[config.mk]
export PLATFORM = sky130hd
export DESIGN_NAME = fir_filter_sym_tdm
export DESIGN_NICKNAME = d
export VERILOG_FILES = /design/src/rtl/fir_filter_sym_tdm.sv
export SDC_FILE = /design/constraint.sdc
export NUM_CORES = 1
export LEC_CHECK = 0
export ABC_AREA = 1
export CORE_UTILIZATION = 45
export DETAILED_ROUTE_END_ITERATION = 7
export PLACE_DENSITY = 0.71
export SYNTH_ARGS = -nofsm -noshare
export SYNTH_HDL_FRONTEND = slang
export SYNTH_SLANG_ARGS = --single-unit
[constraint.sdc]
create_clock -name iClk_12MHz -period 19.8 [get_ports iClk_12MHz]
set_input_delay 4.95 -clock iClk_12MHz [delete_from_list [all_inputs] [get_ports iClk_12MHz]]
set_output_delay 4.95 -clock iClk_12MHz [all_outputs]
set_load 0.05 [all_outputs]
[src/rtl/fir_filter_sym_tdm.sv]
// Symmetric-coefficient FIR with one time-multiplexed multiplier.
// Folds mirrored taps with a pre-adder, accumulates NUM_UNIQ products per
// sample, then rounds, scales and saturates to a strobed signed output.
module fir_filter_sym_tdm #(
  parameter int unsigned DATA_W    = 3,
  parameter int unsigned COEF_W    = 16,
  parameter int unsigned TAPS      = 33,
  parameter int unsigned OUT_W     = 16,
  parameter int unsigned OUT_SHIFT = 0
) (
  input  logic                                iClk_12MHz,
  input  logic                                iRsn,
  input  logic                                iEnSample_600kHz,
  input  logic signed [DATA_W-1:0]            iFirIn,
  input  logic                                iCoefWe,
  input  logic [$clog2((TAPS+1)/2)-1:0]       iCoefAddr,
  input  logic signed [COEF_W-1:0]            iCoefData,
  output logic signed [OUT_W-1:0]             oFirOut,
  output logic                                oFirValid,
  output logic                                oSat,
  output logic                                oBusy,
  output logic                                oOverrun
);

  localparam int unsigned NUM_UNIQ = (TAPS + 1) / 2;
  localparam int unsigned ADDR_W   = $clog2(NUM_UNIQ);
  localparam int unsigned IDX_W    = $clog2(TAPS);
  localparam int unsigned PRE_W    = DATA_W + 1;
  localparam int unsigned PROD_W   = DATA_W + 1 + COEF_W;
  localparam int unsigned ACC_W    = PROD_W + ADDR_W;
  localparam int unsigned SUM_W    = ACC_W + 1;
  localparam int unsigned CMP_W    = ((SUM_W > OUT_W) ? SUM_W : OUT_W) + 1;
  localparam int          ROUND_BIAS = int'((2 ** OUT_SHIFT) / 2);

  localparam logic [ADDR_W-1:0] LAST_K = ADDR_W'(NUM_UNIQ - 1);
  localparam logic signed [CMP_W-1:0] SAT_MAX = {{(CMP_W-OUT_W+1){1'b0}}, {(OUT_W-1){1'b1}}};
  localparam logic signed [CMP_W-1:0] SAT_MIN = {{(CMP_W-OUT_W+1){1'b1}}, {(OUT_W-1){1'b0}}};

  typedef enum logic [1:0] {S_IDLE, S_MAC, S_ROUND, S_OUT} state_t;

  state_t                    r_state;
  state_t                    w_next;
  logic signed [DATA_W-1:0]  r_x    [TAPS];
  logic signed [COEF_W-1:0]  r_coef [NUM_UNIQ];
  logic signed [ACC_W-1:0]   r_acc;
  logic [ADDR_W-1:0]         r_k;
  logic signed [OUT_W-1:0]   r_res;
  logic                      r_res_sat;
  logic signed [OUT_W-1:0]   r_out;
  logic                      r_valid;
  logic                      r_sat;
  logic                      r_busy;
  logic                      r_overrun;

  logic                      w_shift_en;
  logic                      w_mac_en;
  logic                      w_round_en;
  logic                      w_out_en;
  logic                      w_coef_en;
  logic                      w_overrun;
  logic [IDX_W-1:0]          w_k_idx;
  logic [IDX_W-1:0]          w_m_idx;
  logic signed [DATA_W-1:0]  w_x_lo;
  logic signed [DATA_W-1:0]  w_x_hi;
  logic signed [PRE_W-1:0]   w_pre;
  logic signed [PROD_W-1:0]  w_prod;
  logic signed [SUM_W-1:0]   w_sum;
  logic signed [SUM_W-1:0]   w_shift;
  logic signed [CMP_W-1:0]   w_cmp;

  // State register
  always_ff @(posedge iClk_12MHz or posedge iRsn) begin
    if (iRsn) r_state <= S_IDLE;
    else      r_state <= w_next;
  end

  // Next-state and per-state control strobes
  always_comb begin
    w_next     = r_state;
    w_shift_en = 1'b0;
    w_mac_en   = 1'b0;
    w_round_en = 1'b0;
    w_out_en   = 1'b0;
    w_coef_en  = 1'b0;
    w_overrun  = iEnSample_600kHz && (r_state != S_IDLE);
    case (r_state)
      S_IDLE: begin
        if (iEnSample_600kHz) begin
          w_shift_en = 1'b1;
          w_next     = S_MAC;
        end else if (iCoefWe && (iCoefAddr <= LAST_K)) begin
          w_coef_en = 1'b1;
        end
      end
      S_MAC: begin
        w_mac_en = 1'b1;
        if (r_k == LAST_K) w_next = S_ROUND;
      end
      S_ROUND: begin
        w_round_en = 1'b1;
        w_next     = S_OUT;
      end
      S_OUT: begin
        w_out_en = 1'b1;
        w_next   = S_IDLE;
      end
      default: w_next = S_IDLE;
    endcase
  end

  // Sample delay line, newest sample at index 0
  always_ff @(posedge iClk_12MHz or posedge iRsn) begin
    if (iRsn) begin
      for (int i = 0; i < int'(TAPS); i++) r_x[i] <= '0;
    end else if (w_shift_en) begin
      r_x[0] <= iFirIn;
      for (int i = 1; i < int'(TAPS); i++) r_x[i] <= r_x[i-1];
    end
  end

  // Unique coefficient store, writable only while idle
  always_ff @(posedge iClk_12MHz or posedge iRsn) begin
    if (iRsn) begin
      for (int i = 0; i < int'(NUM_UNIQ); i++) r_coef[i] <= '0;
    end else if (w_coef_en) begin
      r_coef[iCoefAddr] <= iCoefData;
    end
  end

  // Folded tap pair and product; the centre tap has no mirror partner
  assign w_k_idx = IDX_W'(r_k);
  assign w_m_idx = IDX_W'(TAPS - 1) - w_k_idx;
  assign w_x_lo  = r_x[w_k_idx];
  assign w_x_hi  = r_x[w_m_idx];
  assign w_pre   = (r_k == LAST_K) ? PRE_W'(w_x_lo) : (PRE_W'(w_x_lo) + PRE_W'(w_x_hi));
  assign w_prod  = PROD_W'(w_pre) * PROD_W'(r_coef[r_k]);

  // Accumulator and tap index
  always_ff @(posedge iClk_12MHz or posedge iRsn) begin
    if (iRsn) begin
      r_acc <= '0;
      r_k   <= '0;
    end else if (w_shift_en) begin
      r_acc <= '0;
      r_k   <= '0;
    end else if (w_mac_en) begin
      r_acc <= r_acc + ACC_W'(w_prod);
      r_k   <= r_k + ADDR_W'(1);
    end
  end

  // Round half-up, arithmetic scale, then clip to the output range
  assign w_sum   = SUM_W'(r_acc) + SUM_W'(ROUND_BIAS);
  assign w_shift = w_sum >>> OUT_SHIFT;
  assign w_cmp   = CMP_W'(w_shift);

  // Rounded result register
  always_ff @(posedge iClk_12MHz or posedge iRsn) begin
    if (iRsn) begin
      r_res     <= '0;
      r_res_sat <= 1'b0;
    end else if (w_round_en) begin
      if (w_cmp > SAT_MAX) begin
        r_res     <= SAT_MAX[OUT_W-1:0];
        r_res_sat <= 1'b1;
      end else if (w_cmp < SAT_MIN) begin
        r_res     <= SAT_MIN[OUT_W-1:0];
        r_res_sat <= 1'b1;
      end else begin
        r_res     <= OUT_W'(w_cmp);
        r_res_sat <= 1'b0;
      end
    end
  end

  // Output registers: held data, valid pulse, busy and sticky overrun
  always_ff @(posedge iClk_12MHz or posedge iRsn) begin
    if (iRsn) begin
      r_out     <= '0;
      r_valid   <= 1'b0;
      r_sat     <= 1'b0;
      r_busy    <= 1'b0;
      r_overrun <= 1'b0;
    end else begin
      r_valid <= w_out_en;
      r_busy  <= (w_next != S_IDLE);
      if (w_out_en) begin
        r_out <= r_res;
        r_sat <= r_res_sat;
      end
      if (w_overrun) r_overrun <= 1'b1;
    end
  end

  assign oFirOut   = r_out;
  assign oFirValid = r_valid;
  assign oSat      = r_sat;
  assign oBusy     = r_busy;
  assign oOverrun  = r_overrun;

endmodule

# Word level (Yosys, flattened, before mapping)
# Cells that the tools add are included.
[op_classes]
addsub = 4
n_mul = 1
order_cmp = 8
n_eq_ne = 4
mux = 32
bitwise_logic = 4
reduce_logical = 7
[ops]
columns = ["cell", "n"]
rows = [
  ["$bwmux 272", 1],
  ["$bmux 16 s5", 1],
  ["$demux 16 s5", 1],
  ["$mux 16", 5],
  ["$mux 25", 2],
  ["$bmux 3 s6", 2],
  ["$add 25x20->25", 1],
  ["$gt 25x16->1 const B", 1],
  ["$lt 25x16->1 const B", 1],
  ["$mul 4x16->20", 1],
  ["$ge 7x7->1 const B", 2],
  ["$ge 6x6->1 const B", 2],
  ["$mux 3", 4],
  ["$not 5->6", 2],
  ["$mux 1", 10],
  ["$mux 5", 2],
  ["$pmux 2 s4", 1],
  ["$not 5->7", 1],
  ["$not 6->7", 1],
  ["$lt 6x1->1 const B", 1],
  ["$reduce_bool 2->1", 3],
  ["$sub 6x5->6 const A", 1],
  ["$add 5x1->5 const B", 1],
  ["$eq 5x5->1 const B", 1],
  ["8 further kinds", 12],
]
[word_totals]
reg_bits = 440
inputBits = 28
elab_cells = 120

# Longest topological paths before layout
[depth]
depth_word = 11
ltp_mapped = 42

# Least setup slack after synthesis
# OpenSTA, ideal clock, no wires.
[synth_timing]
path_kind = "flip-flop to flip-flop"
startpoint = "reg r_k[0]"
endpoint = "reg r_acc[23]"
setup_time_ns = 0.126
arrival_time_ns = 6.587
required_time_ns = 19.674
setup_slack_ns = 13.087
stages_incl_launch_ff = 40
path_buffers = 7
period_less_slack_ns = 6.713
cell_sequence = "dfrtp_1 inv_2 buf_4 buf_4 buf_4 buf_4 ha_1 buf_2 clkinv_1 clkbuf_1 a21oi_1 o311ai_0 nand3_1 nand2_1 nand2_1 o21ai_0 ha_1 inv_1 [... 4 more ...] nor2_1 fa_1 fa_1 inv_1 fa_1 inv_1 ha_1 nand2_1 nor2_1 inv_1 nor2_1 nand4_1 nand3_1 nand2_1 o21bai_1 nand2_1 nand2_1 o21ai_0"
[synth_between]
elab_chain_cells = 11
elab_cells_between_ends = 20
[synth_rtl]
columns = ["item", "line", "rtl"]
rows = [
  ["from (decl)", "46", "logic [ADDR_W-1:0] r_k;"],
  ["from (signal assigned)", "148", "r_k <= r_k + ADDR_W'(1);"],
  ["$sub 6x5->6", "132", "assign w_m_idx = IDX_W'(TAPS - 1) - w_k_idx;"],
  ["$not 6->7 (not written as such)", "134", "assign w_x_hi = r_x[w_m_idx];"],
  ["$bmux 3 s6", "134", ""],
  ["$mux 3 (not written as such) (2 in a row)", "134", ""],
  ["$add 3x3->4", "135", "assign w_pre = (r_k == LAST_K) ? PRE_W'(w_x_lo) : (PRE_W'(w_x_lo) + PRE_W'(w_x_hi));"],
  ["$mux 4", "135", ""],
  ["$mul 4x16->20 (*)", "136", "assign w_prod = PROD_W'(w_pre) * PROD_W'(r_coef[r_k]);"],
  ["$add 25x20->25 (*)", "147", "r_acc <= r_acc + ACC_W'(w_prod);"],
  ["$mux 25 (*)", "146", "end else if (w_mac_en) begin"],
  ["$mux 25 (*)", "143", "end else if (w_shift_en) begin"],
  ["to (signal assigned)", "147", ""],
  ["to (decl)", "45", "logic signed [ACC_W-1:0] r_acc;"],
]
# Mark *: on every way between the ends. The rest lies on a longest branch, timed or not. The select of a mux whose other input is x is not followed.
# A chain may end at the register's enable or synchronous reset.

# Worst setup path in the final report
[layout_timing]
startpoint = "reg r_k[0]"
endpoint = "reg r_acc[18]"
# Same word-level chain as after synthesis.

==> impl_metrics.py <==
metrics = {
    "timing": {
        "max-slew-margin-rel_pct": 12.1,
        "fin_crit_sh_pct": 41.7,
        "finalWorstSetupSlack_ps": 11540,
        "tns_ps": 0,
        "timing.final.crit_period_ps": 8260,
        "max_freq_ghz": 0.121,
        "final_hold_viol_count": 0,
        "rsz0062_at_grt": "false",
        "finalMaxSlewViolations": 0,
        "finalSetupViolCount": 0,
        "whs_ps": 469,
        "fin_skew_ps": 12.6,
        "tightestPinTransition_ps": 1310,
    },
    "floorplan": {
        "pin_count": 48,
        "floorplan.rows": 83,
        "coreArea_um2": 51500,
        "die_area_um2": 53200,
        "die_x_um": 231,
        "start_util_pct": 45.6,
        "fp.dieH_um": 231,
    },
    "drt": {
        "vias": 19636,
        "routed_via_density": 5.55,
        "highest_layer": "met4",
        "firstDrtPassIters": 8,
        "met2_length_mm": 27.9,
        "ant_nets": 0,
        "drc_errors": 0,
        "wl_mm": 60.3,
        "post_drt_wl_per_cell_um": 17.0,
        "wl_met1_mm": 27.0,
        "met3_length_mm": 3.64,
        "drt-initial-drc-count": 1923,
    },
    "clocking": {
        "cts_buffer_depth": 3,
        "cts-root-buf": "clkbuf_16",
        "htreeDepth": 2,
        "clk_pin_slew_worst_paths_ps": 60,
        "post_cts_buffers": 0,
        "cts_tree": "built",
        "cts_buffers": 47,
        "clk_latency_ps": 580,
        "clkSinkCount": 440,
        "cts_hold_buf": 0,
        "cts_resized": 0,
    },
    "run_status": {
        "outcome": "complete, no violations",
    },
    "run": {
        "drv_cap": 0,
    },
    "min_path": {
        "min_path_cells": 2,
        "worst_hold_path_type": "flip-flop to flip-flop",
    },
    "placed_design": {
        "dp_hpwl_mm": 38.4,
        "place.gp.congestion": 0.853,
        "dp_slack_ps": 11410,
        "io_buffers": 47,
    },
    "logic_synthesis": {
        "ys_async_sr_fraction_pct": 100,
        "synth_edf_count": 0,
        "synth_cell_type_count": 55,
        "synth-xor-area-share_pct": 0.373,
        "yosys-top-cells-count": "900 x nand2_1, 440 x dfrtp_1, 439 x o21ai_0",
        "synth_simple_gate_area_share_pct": 19.8,
        "synth_nets": 3033,
        "synth_top_area_share_pct": 46.8,
        "synth_fa_ha_area_share_pct": 8.26,
        "synth_cells": 2887,
        "seq_area_frac_synth_pct": 46.8,
        "synth_most_common_cell": "nand2_1",
        "synth_top_family_by_area": "simple AND/OR/NAND/NOR gates",
        "syn-cell-area_um2": 23500,
        "synth_top_area_cell": "dfrtp_1",
        "syn_avg_cell_area_um2": 8.14,
        "synth_compound_area_share_pct": 16.6,
        "synth_flop_cell": "dfrtp_1",
        "ys_seq_elements": 440,
        "synth_warnings": 0,
        "yosys-top-cells-area": "dfrtp_1 47%, nand2_1 14%, o21ai_0 9.3%, fa_1 5.3%, inv_1 4.2%",
        "muxShareOfSynthArea_pct": 0,
    },
    "setup_path": {
        "crit_top_cell": "nand2_1",
        "max_stage_delay_ps": 900,
        "path_max_fanout": 34,
        "rr_worst_depth": 31,
        "path_class": "flip-flop to flip-flop",
        "crit_buf_inv": 5,
        "crit_path_start_kind": "flip-flop",
        "critPathSlowestCell": "clkinv_1",
        "path_delay_family": "adder cells",
        "endpoint_kind": "flip-flop",
        "cp.required_ps": 20250,
        "crit_cells": 31,
        "cp.arrival_ps": 8710,
    },
    "global_routing": {
        "grt_max_degree": 140,
        "grt_pass1_vias": 19113,
        "global_route.usage.total_pct": 23.2,
        "grt-ovfl-total": 0,
        "grt_pass1_wl_mm": 100,
        "antenna_found_initial": 0,
    },
    "finish": {
        "fillerInstances": 4892,
        "multi_input_area_um2": 10600,
        "n_antenna_cell": 0,
        "drive_gt1_share_pct": 4.51,
        "area_delta_synth_final_pct": 8.78,
        "seqCellArea_um2": 11000,
        "num-nets-final": 2968,
    },
}
cells by family after synthesis:
group / after synthesis
DFF: 440
AOI/OAI and AO/OA: 701
buffers and inverters: 447
xor gates and xnor gates: 10
adders and majority gates: 118
and+or+nand+nor: 1171
layout by cell type (no fill, tap or decap), types with 3 or more instances in the layout:
cell type        instances
clkbuf_8                10
clkbuf_16               48
xor2_1                   5
nand2_2                  8
nand4_1                  7
a221oi_1                 4
ha_1                    56
a21oi_1                115
o221ai_1                14
inv_1                  260
a22o_1                   4
fa_1                    62
clkinvlp_4               3
clkinv_2                15
or2_2                    3
dfrtp_1                438
o21ai_0                439
clkbuf_1                 6
nand2_1                900
nand3_1                117
clkdlybuf4s50_1         47
o211ai_1                30
o31ai_1                  3
nor3_1                   6
xnor2_1                  5
nor2_1                 114
o21ai_1                  5
buf_4                   16
and3_1                   3
o2111ai_1                4
a22oi_1                 27
o22ai_1                 25
a32oi_1                 10
inv_2                    6
flip-flops by register name, indices dropped and copies added (netlist names):
register,cells
oBusy,1
oFirOut,16
oFirValid,1
oOverrun,1
oSat,1
r_acc,25
r_coef,272
r_k,5
r_res,16
r_res_sat,1
r_state,2
r_x,99
tightest hold or removal path: cells and delay by family, from the launching register on:
kind             cells  cell delay (ps)
flip-flops           1              340
AND/OR/NAND/NOR      2              110
worst paths after layout:
| kind | from | end | slack (ps) |
|---|---|---|---|
| min | r_res[0] | oFirOut[0] | 470 |
| min reg2reg | r_res[0] | oFirOut[0] | 470 |
| min in group asynchronous | iRsn | r_coef[187] | 4960 |
| max reg2reg | r_k[0] | r_acc[18] | 11540 |
| max | r_k[0] | r_acc[18] | 11540 |
| max in group asynchronous | iRsn | r_k[0] | 12210 |
routing by layer:
metal  vias up  track usage (%)
met5         -                0
met4         0             8.34
met3       115             3.01
met2       658             38.0
met1      9600             31.6
li1       9263                -
metrics by stage:
step	utilization [%]	instance area, um2	std cells
after floorplan	-	23500	2887
after global placement	46.7	24100	3453
after detailed placement	46.7	24100	3453
after CTS	49.6	25600	3538
after global routing	49.6	25600	3538
final	49.6	25600	3538
layout make-up:
type | instances | area share, %
flip-flops and latches | 440 | 43.1
clock buffers | 64 | 5.32
multi-input cells | 2000 | 41.4
well taps | 680 | 3.33
repair buffers | 63 | 2.31
inverters | 270 | 4.00
clock inverters | 21 | 0.528
Power is left out: the tool's default activity adds up to more than one toggle a clock period on the data nets, which glitch-free logic cannot reach.
